`config.mk`:
```
export PLATFORM = sky130hd
export DESIGN_NAME = proximity_alert_scheduler
export DESIGN_NICKNAME = d
export VERILOG_FILES = /design/src/rtl/proximity_alert_scheduler.sv
export SDC_FILE = /design/constraint.sdc
export NUM_CORES = 1
export LEC_CHECK = 0
export ABC_AREA = 1
export CAP_MARGIN = 0
export CORE_MARGIN = 2
export CORE_UTILIZATION = 60
export DETAILED_ROUTE_END_ITERATION = 16
export PLACE_DENSITY = 0.85
export SYNTH_ARGS = -nofsm -noshare
export SYNTH_HDL_FRONTEND = slang
export SYNTH_SLANG_ARGS = --single-unit
```
`constraint.sdc`:
```
create_clock -name clk -period 5.4 [get_ports clk]
set_input_delay 1.35 -clock clk [delete_from_list [all_inputs] [get_ports clk]]
set_output_delay 1.35 -clock clk [all_outputs]
set_load 0.005 [all_outputs]
```
`src/rtl/proximity_alert_scheduler.sv`:
```
// proximity_alert_scheduler: distance sample -> flash/buzzer PWM divide + enable.
// One shift-add multiplier shared by both channels; updates land on PWM period ends.
module proximity_alert_scheduler #(
  parameter int WIDTH              = 13,
  parameter int DIV_WIDTH          = 16,
  parameter int SCALE_WIDTH        = 8,
  parameter int MAX_FLASH_DISTANCE = 2000,
  parameter int MIN_FLASH_DISTANCE = 0,
  parameter int FLASH_HIGH_DIV     = 5000,
  parameter int FLASH_SCALE        = 10,
  parameter int BUZZ_HIGH_DIV      = 40,
  parameter int BUZZ_SCALE         = 1
) (
  input  logic                 clk,
  input  logic                 reset,
  input  logic                 sample_valid,
  input  logic [WIDTH-1:0]     distance,
  output logic                 sample_ready,
  input  logic                 flash_period_done,
  input  logic                 buzz_period_done,
  output logic [DIV_WIDTH-1:0] flash_div,
  output logic                 flash_en,
  output logic [DIV_WIDTH-1:0] buzz_div,
  output logic                 buzz_en,
  output logic                 busy
);

  localparam int PW = WIDTH + SCALE_WIDTH + 1;
  localparam int CW = (SCALE_WIDTH > 1) ? $clog2(SCALE_WIDTH) : 1;
  localparam int W1 = WIDTH + 1;

  localparam logic [CW-1:0]          LAST  = CW'(SCALE_WIDTH - 1);
  localparam logic [WIDTH-1:0]       MINV  = WIDTH'(MIN_FLASH_DISTANCE);
  localparam logic [W1-1:0]          MAXV  = W1'(MAX_FLASH_DISTANCE);
  localparam logic [SCALE_WIDTH-1:0] FSC   = SCALE_WIDTH'(FLASH_SCALE);
  localparam logic [SCALE_WIDTH-1:0] BSC   = SCALE_WIDTH'(BUZZ_SCALE);
  localparam logic [PW-1:0]          FHIGH = PW'(FLASH_HIGH_DIV);
  localparam logic [PW-1:0]          BHIGH = PW'(BUZZ_HIGH_DIV);
  localparam logic [PW-1:0]          DMAX  = PW'((64'd1 << DIV_WIDTH) - 64'd1);

  typedef enum logic [1:0] {
    IDLE,
    CALC_FLASH,
    CALC_BUZZ,
    STAGE
  } state_t;

  state_t               state;
  logic [WIDTH-1:0]     offset;
  logic                 out_of_range;
  logic [CW-1:0]        cnt;
  logic [PW-1:0]        acc;
  logic [PW-1:0]        addend;
  logic [PW-1:0]        sum;
  logic [PW-1:0]        div_full;
  logic                 scale_bit;
  logic [DIV_WIDTH-1:0] flash_calc;
  logic [DIV_WIDTH-1:0] buzz_calc;
  logic [DIV_WIDTH-1:0] staged_flash_div;
  logic [DIV_WIDTH-1:0] staged_buzz_div;
  logic                 staged_en;
  logic                 flash_pend;
  logic                 buzz_pend;
  logic                 flash_apply;
  logic                 buzz_apply;

  function automatic logic [DIV_WIDTH-1:0] sat(input logic [PW-1:0] v);
    if (v > DMAX) return '1;
    return v[DIV_WIDTH-1:0];
  endfunction

  always_comb begin
    scale_bit = 1'b0;
    if (state == CALC_FLASH)
      scale_bit = FSC[cnt];
    else if (state == CALC_BUZZ)
      scale_bit = BSC[cnt];
  end

  // One scale bit per edge, LSB first: acc += offset << bit_index.
  assign addend   = PW'(offset) << cnt;
  assign sum      = scale_bit ? acc + addend : acc;
  assign div_full = sum + ((state == CALC_BUZZ) ? BHIGH : FHIGH);

  assign flash_apply  = flash_pend & (flash_period_done | ~flash_en);
  assign buzz_apply   = buzz_pend & (buzz_period_done | ~buzz_en);
  assign sample_ready = (state == IDLE);
  assign busy         = (state != IDLE);

  always_ff @(posedge clk) begin
    if (reset) begin
      state            <= IDLE;
      offset           <= '0;
      out_of_range     <= 1'b0;
      cnt              <= '0;
      acc              <= '0;
      flash_calc       <= '0;
      buzz_calc        <= '0;
      staged_flash_div <= '0;
      staged_buzz_div  <= '0;
      staged_en        <= 1'b0;
      flash_pend       <= 1'b0;
      buzz_pend        <= 1'b0;
      flash_div        <= '0;
      flash_en         <= 1'b0;
      buzz_div         <= '0;
      buzz_en          <= 1'b0;
    end else begin
      unique case (state)
        IDLE: begin
          if (sample_valid) begin
            offset       <= (distance > MINV) ? distance - MINV : '0;
            out_of_range <= ({1'b0, distance} >= MAXV);
            acc          <= '0;
            cnt          <= '0;
            state        <= CALC_FLASH;
          end
        end
        CALC_FLASH: begin
          acc <= sum;
          cnt <= cnt + 1'b1;
          if (cnt == LAST) begin
            flash_calc <= sat(div_full);
            acc        <= '0;
            cnt        <= '0;
            state      <= CALC_BUZZ;
          end
        end
        CALC_BUZZ: begin
          acc <= sum;
          cnt <= cnt + 1'b1;
          if (cnt == LAST) begin
            buzz_calc <= sat(div_full);
            acc       <= '0;
            cnt       <= '0;
            state     <= STAGE;
          end
        end
        STAGE: begin
          staged_flash_div <= flash_calc;
          staged_buzz_div  <= buzz_calc;
          staged_en        <= ~out_of_range;
          state            <= IDLE;
        end
        default: state <= IDLE;
      endcase

      // A disable keeps the last divide so the PWM stops on a known value.
      if (flash_apply) begin
        flash_en <= staged_en;
        if (staged_en)
          flash_div <= staged_flash_div;
      end
      if (buzz_apply) begin
        buzz_en <= staged_en;
        if (staged_en)
          buzz_div <= staged_buzz_div;
      end

      flash_pend <= (state == STAGE) | (flash_pend & ~flash_apply);
      buzz_pend  <= (state == STAGE) | (buzz_pend & ~buzz_apply);
    end
  end

endmodule

```
-- Word level (Yosys, flattened, before mapping)
Memories as Yosys holds them, arrays and structs flattened. A register that Yosys moved wholly into a read port is not among the register bits.
Cells that the tools add are included.
- register bits after elaboration: 142
- bits in latches: 0
- bits in writable memories: 0
- memory bits (read-only): 16
- bits of input ports: 18
- output and inout port bits: 36
- word-level logic and storage cells: 87
- memories kept: 2
- memories (memory ; depth ; width ; read ports ; clocked after Yosys merged registers in ; write ports ; RTL line ; RTL):
    (name not given) ; 8 ; 1 ; 1 ; 1 ; 0 ; 77 ; scale_bit = BSC[cnt];
    (name not given) ; 8 ; 1 ; 1 ; 1 ; 0 ; 75 ; scale_bit = FSC[cnt];
- add/subtract/negate cells: 3
- multipliers: 0
- divide/modulo/power cells: 0
- $lt $le $gt $ge: 4
- equality and inequality tests: 7
- shifts and indexed selects: 1
- mux-type cells: 30
- bitwise gates (word level): 13
- reductions and logical operators: 11
- operators by type and width (cell ; count):
    22-bit two-way mux ; 3
    16-bit two-way mux ; 3
    22-bit case mux with 2 select lines ; 1
    13-bit two-way mux ; 2
    22-bit by 13-bit adder with 22-bit output ; 1
    22-bit adder ; 1
    22-bit by 16-bit > comparator with 1-bit output, second input constant ; 1
    13-bit by 3-bit << shifter with 22-bit output ; 1
    3-bit two-way mux ; 6
    13-bit by 11-bit >= comparator with 1-bit output, second input constant ; 1
    13-bit by 1-bit > comparator with 1-bit output, second input constant ; 1
    2-bit AND reduction ; 6
    1-bit two-way mux ; 10
    2-bit case mux with 4 select lines ; 1
    2-bit two-way mux ; 3
    3-bit case mux with 2 select lines ; 1
    1-bit inverter ; 5
    1-bit AND ; 4
    2-bit equality test, second input constant ; 2
    3-bit by 4-bit less-than comparator with 1-bit output, second input constant ; 1
    2-bit by 1-bit != test with 1-bit output, second input constant ; 2
    1-bit bitwise OR ; 4
    2-bit nonzero test ; 2
    3-bit by 1-bit adder with 3-bit output, second input constant ; 1
    6 further kinds ; 6

-- Depth between registers and ports, before layout
Gate-level depths: netlist (run 1).
- word-level depth: 12
- depth in mapped cells: 35
- gate-level depth less buffers: 32

-- Worst setup path before layout (run 1)
No wires, ideal clock.
- path kind: reg2reg
- from: register cnt[0]
- to: register buzz_calc[1]
- setup time: 109 ps
- arrival: 4085 ps
- setup slack: 1206 ps
- stages on the path, launching flop included: 34
- path buffers: 3
- clock period less this slack: 4194 ps
- cell sequence: dfxtp_1 -> clkbuf_1 -> inv_1 -> clkbuf_1 -> nand2_1 -> nor3_1 -> ha_1 -> inv_1 -> fa_1 -> inv_1 -> nand2_1 -> nand3_1 -> nand3_1 -> nand2_1 -> xnor2_1 -> nand2_1 -> o21ai_0 -> inv_1 -> ha_1 -> a21boi_0 -> nand4_1 -> nand2_1 -> nand2_1 -> nand2_1 -> nand2_2 -> nor2_4 -> nand3_1 -> nand2_1 -> nand2_1 -> nor2_4 -> buf_6 -> nand4_1 -> nand2_1 -> inv_1
- cells in the longest elaborated chain, start to end: 10
- elaborated cells between the ends (all ways): 12
- those cells by class: add/sub (2); order compare (1); eq/ne (1); shift (1); mux (6); reduce/logical (1)
- ends and longest elaborated chain (element ; RTL line ; RTL):
    from (decl) ; 51 ; logic [CW-1:0] cnt;
    from (signal assigned) ; 121 ; cnt <= cnt + 1'b1;
    from (signal assigned) ; 131 ; cnt <= cnt + 1'b1;
    13-bit by 3-bit << shifter with 22-bit output ; 81 ; assign addend = PW'(offset) << cnt;
    22-bit adder ; 82 ; assign sum = scale_bit ? acc + addend : acc;
    22-bit two-way mux ; 82 ;
    22-bit by 13-bit adder with 22-bit output ; 83 ; assign div_full = sum + ((state == CALC_BUZZ) ? BHIGH : FHIGH);
    22-bit by 16-bit > comparator with 1-bit output ; 68 ; if (v > DMAX) return '1;
    1-bit two-way mux ; 68 ;
    1-bit two-way mux ; 132 ; if (cnt == LAST) begin
    1-bit two-way mux ; 109 ; unique case (state)
    1-bit two-way mux ; 91 ; if (reset) begin
    16-bit two-way mux ; 69 ; return v[DIV_WIDTH-1:0];
    to (signal assigned) ; 133 ; buzz_calc <= sat(div_full);
    to (decl) ; 58 ; logic [DIV_WIDTH-1:0] buzz_calc;
Parallel ways exist; a longest one is shown, timed or not. The select of a mux whose other input is x is not followed.
A chain may end at the register's enable or synchronous reset.

-- Worst setup path in the final report (run 1)
- from: register cnt[0]
- to: register buzz_calc[6]
Same word-level chain as after synthesis.

==> results of run 1 <==
[layer usage]
metal,vias to the layer above,track usage [%],part of all wire (%)
met5,-,0,0
met4,0,13.0,3.7
met3,47,5.66,5.6
met2,244,44.4,46
met1,3546,35.8,44
li1,4093,-,-
[worst max-delay path: cells and delay by family, from the launching register on]
| family | cells | cell delay [ns] |
|---|---|---|
| compound gates | 2 | 0.28 |
| flops | 1 | 0.31 |
| simple gates | 19 | 1.94 |
| buf+inv | 6 | 0.95 |
| fa+ha+maj | 3 | 1.02 |
| xor+xnor | 1 | 0.14 |
[logic make-up (layout without fill, tap and decap cells)]
group	after synthesis	count (layout)	share of synthesized area, %
compound gates	233	233	14.5
flops	144	144	34.8
simple gates	586	586	31.7
mux	6	6	0.724
xor+xnor	15	15	1.58
buf+inv	244	281	11.7
fa+ha+maj	33	33	5.07
[path summary, 6_finish.rpt]
path | from | end | slack (ns) | cells past startpoint
setup / recovery | cnt[0]$_SDFFE_PP0P_ | buzz_calc[6]$_SDFFE_PP0P_ | 0.67 | 31
hold / removal | buzz_div[15]$_SDFFE_PP0P_ | buzz_div[15]$_SDFFE_PP0P_ | 0.44 | 2
setup reg to reg | cnt[0]$_SDFFE_PP0P_ | buzz_calc[6]$_SDFFE_PP0P_ | 0.67 | 31
hold reg to reg | buzz_div[15]$_SDFFE_PP0P_ | buzz_div[15]$_SDFFE_PP0P_ | 0.44 | 2
[layout make-up]
type	instances	area (um2)	share of cell area, %
Clock inverter	11	129	1.36
Sequential cell	144	2880	30.5
Clock buffer	20	457	4.84
Tap cell	176	220	2.33
Timing Repair Buffer	64	608	6.44
Multi-Input combinational cell	873	4450	47.1
Inverter	186	701	7.42
[report_power, final]
part	total, W	leakage (nW)	internal [W]	switching, W
clock network	0.00117	0.284	0.000706	0.000462
logic	0.00171	2.81	0.000525	0.00118
registers	0.00126	1.17	0.00118	0.0000814
[cells in the mapped netlist, drive strengths merged (6+ instances only)]
library cell  count  area, um2
mux2i             6       60.1
a21oi           116        588
or2              13       81.3
nand2           302       1180
o21ai           103        519
buf              15        109
inv             182        683
nor3              8       45.0
nand4            44        275
nor2            143        622
nand3            73        405
ha               32        400
clkbuf           43        161
dfxtp           144       2880
xor2             10       87.6
[state kept, by name, summed over array words and instances (netlist names), named ones only]
signal            flops
buzz_calc            16
staged_flash_div     16
buzz_en               1
staged_buzz_div      16
flash_pend            1
flash_en              1
flash_div            16
flash_calc           16
out_of_range          1
offset               13
cnt                   3
buzz_pend             1
state                 2
buzz_div             16
acc                  22
staged_en             1
[stage by stage]
| stage | hold WS, ns | instances | power [W] |
|---|---|---|---|
| after floorplan | 0.405 | 1261 | 0.00262 |
| after detailed placement | 0.437 | 1443 | 0.00295 |
| after global placement | 0.433 | 1443 | 0.00292 |
| after global routing | 0.459 | 1474 | 0.00439 |
| final | 0.443 | 1474 | 0.00414 |
| after CTS | 0.446 | 1474 | 0.00412 |
==> results.md, run 1 <==
- Status: finished clean
- Tot GR Track Use: 27.7%
- Synth warn: 0
- Post-synth cell types: 37
- Hold Path Class: reg -> reg
- Antenna Cells: 0
- Clk_skew: approximately 0.0061 ns
- Dpl ws: 0.756 ns
- IO buf count: 53
- Number of global-route vias before repair: 7164
- Die ar.: about 15000 um2
- Largest net degree at the start of global routing: 74
- Initial DRC count: 557
- Core area: ~13000 um2
- WS Path Type: reg -> reg
- IO Pins: 54
- Max Slew Vio Count: 0
- Die height: 122 um
- HPWL after detailed placement: 14.0 mm
- Worst-path fanout max: 32
- Post-route setup TNS: 0 ns
- Worst-margin pin slew: approximately 1 ns
- Final hold violation count: 0
- Drt pass-1 iters: 7
- ANT nets after route: 0
- Peak Freq: 211 MHz
- Clock buffer depth: 2
- DRC: 0
- Root Buffer: clkbuf_16
- Fin util: between 70% and 80%
- Final Setup Violations: 0
- Ys async rst share: 0%
- Netlist Area Pre-Place: about 8300 um2
- Fillers: 1092
- Die Span X: 122 um
- Most frequent CP cell: nand2_1
- Post-Synthesis Cells: 1261
- Syn avg cell area: 6.58 um2
- First-pass GRT wire length: 33.0 mm
- Post-CTS Setup Inserts: 0
- Initial antenna violation count: 0
- Max capacitance violation total: 0
- Starting density of the core: between 60 and 70%
- Synthesis-to-finish area growth: 13.8%
- Worst EP arrival: 5.06 ns
- Synthesized Nets: 1312
- DR vias: 7930
- Fin crit period: 4.73 ns
- P_leak: ~4.3 nW
- Num CTS Buffers: 17
- Pwr Density: 438 nW/um2
- Critical Path Sink Type: flip-flop
- Final GP Congestion: 0.992
- Most frequent cells in the layout: nand2_1, inv_1, dfxtp_1
- DP Area: ~9000 um2
- Final period utilization: 87.6%
- Finished Cell Area: 9440 um2
- Worst IR Drop VDD: 284 uV
- Num rows: between 40 and 50
- Biggest cell delay along the critical path: 0.37 ns
- Worst-Skew Late Latency: 0.43 ns
- Sink Count: 144
- Final net count: 1337
- Most common cell after layout, fill and taps aside: nand2_1
- Worst Path Required: 5.73 ns
- Worst-path clk slew: 0.06 ns
- Seq/Total Area, Yosys: between 30% and 40%
- Slowest-stage cell, CP: fa_1
- Slew headroom: 33.0%
- Hold buffer count at cts: 0
- Main flop type after synthesis: dfxtp_1
- Crit start category: flip-flop
- PostCTS Resize Cnt: 0
- Final Worst Setup Slack: roughly 0.67 ns
- Synth Register Bits: between 100 and 150
- Post-synth EDFFs: 0
- Unrepaired setup endpoints after global routing: no
- CTS tree: done
- GR Overflow Total: 0
- Vias per cell: approximately 5.4
- Post-Route WL: between 15 and 20 mm
- CTS H-tree lvls: 4
- Post-DR wirelength/cell: 13.3 um
- Layout cells sized above 1: 8.86%
(Power assumes the default switching activity.)
==> run 2, diff against run 1 <==
HOLD_SLACK_MARGIN = 0.03   (was not set)
==> results of run 2 <==
No change in the layout: final DEF, timing and power equal those of run 1.
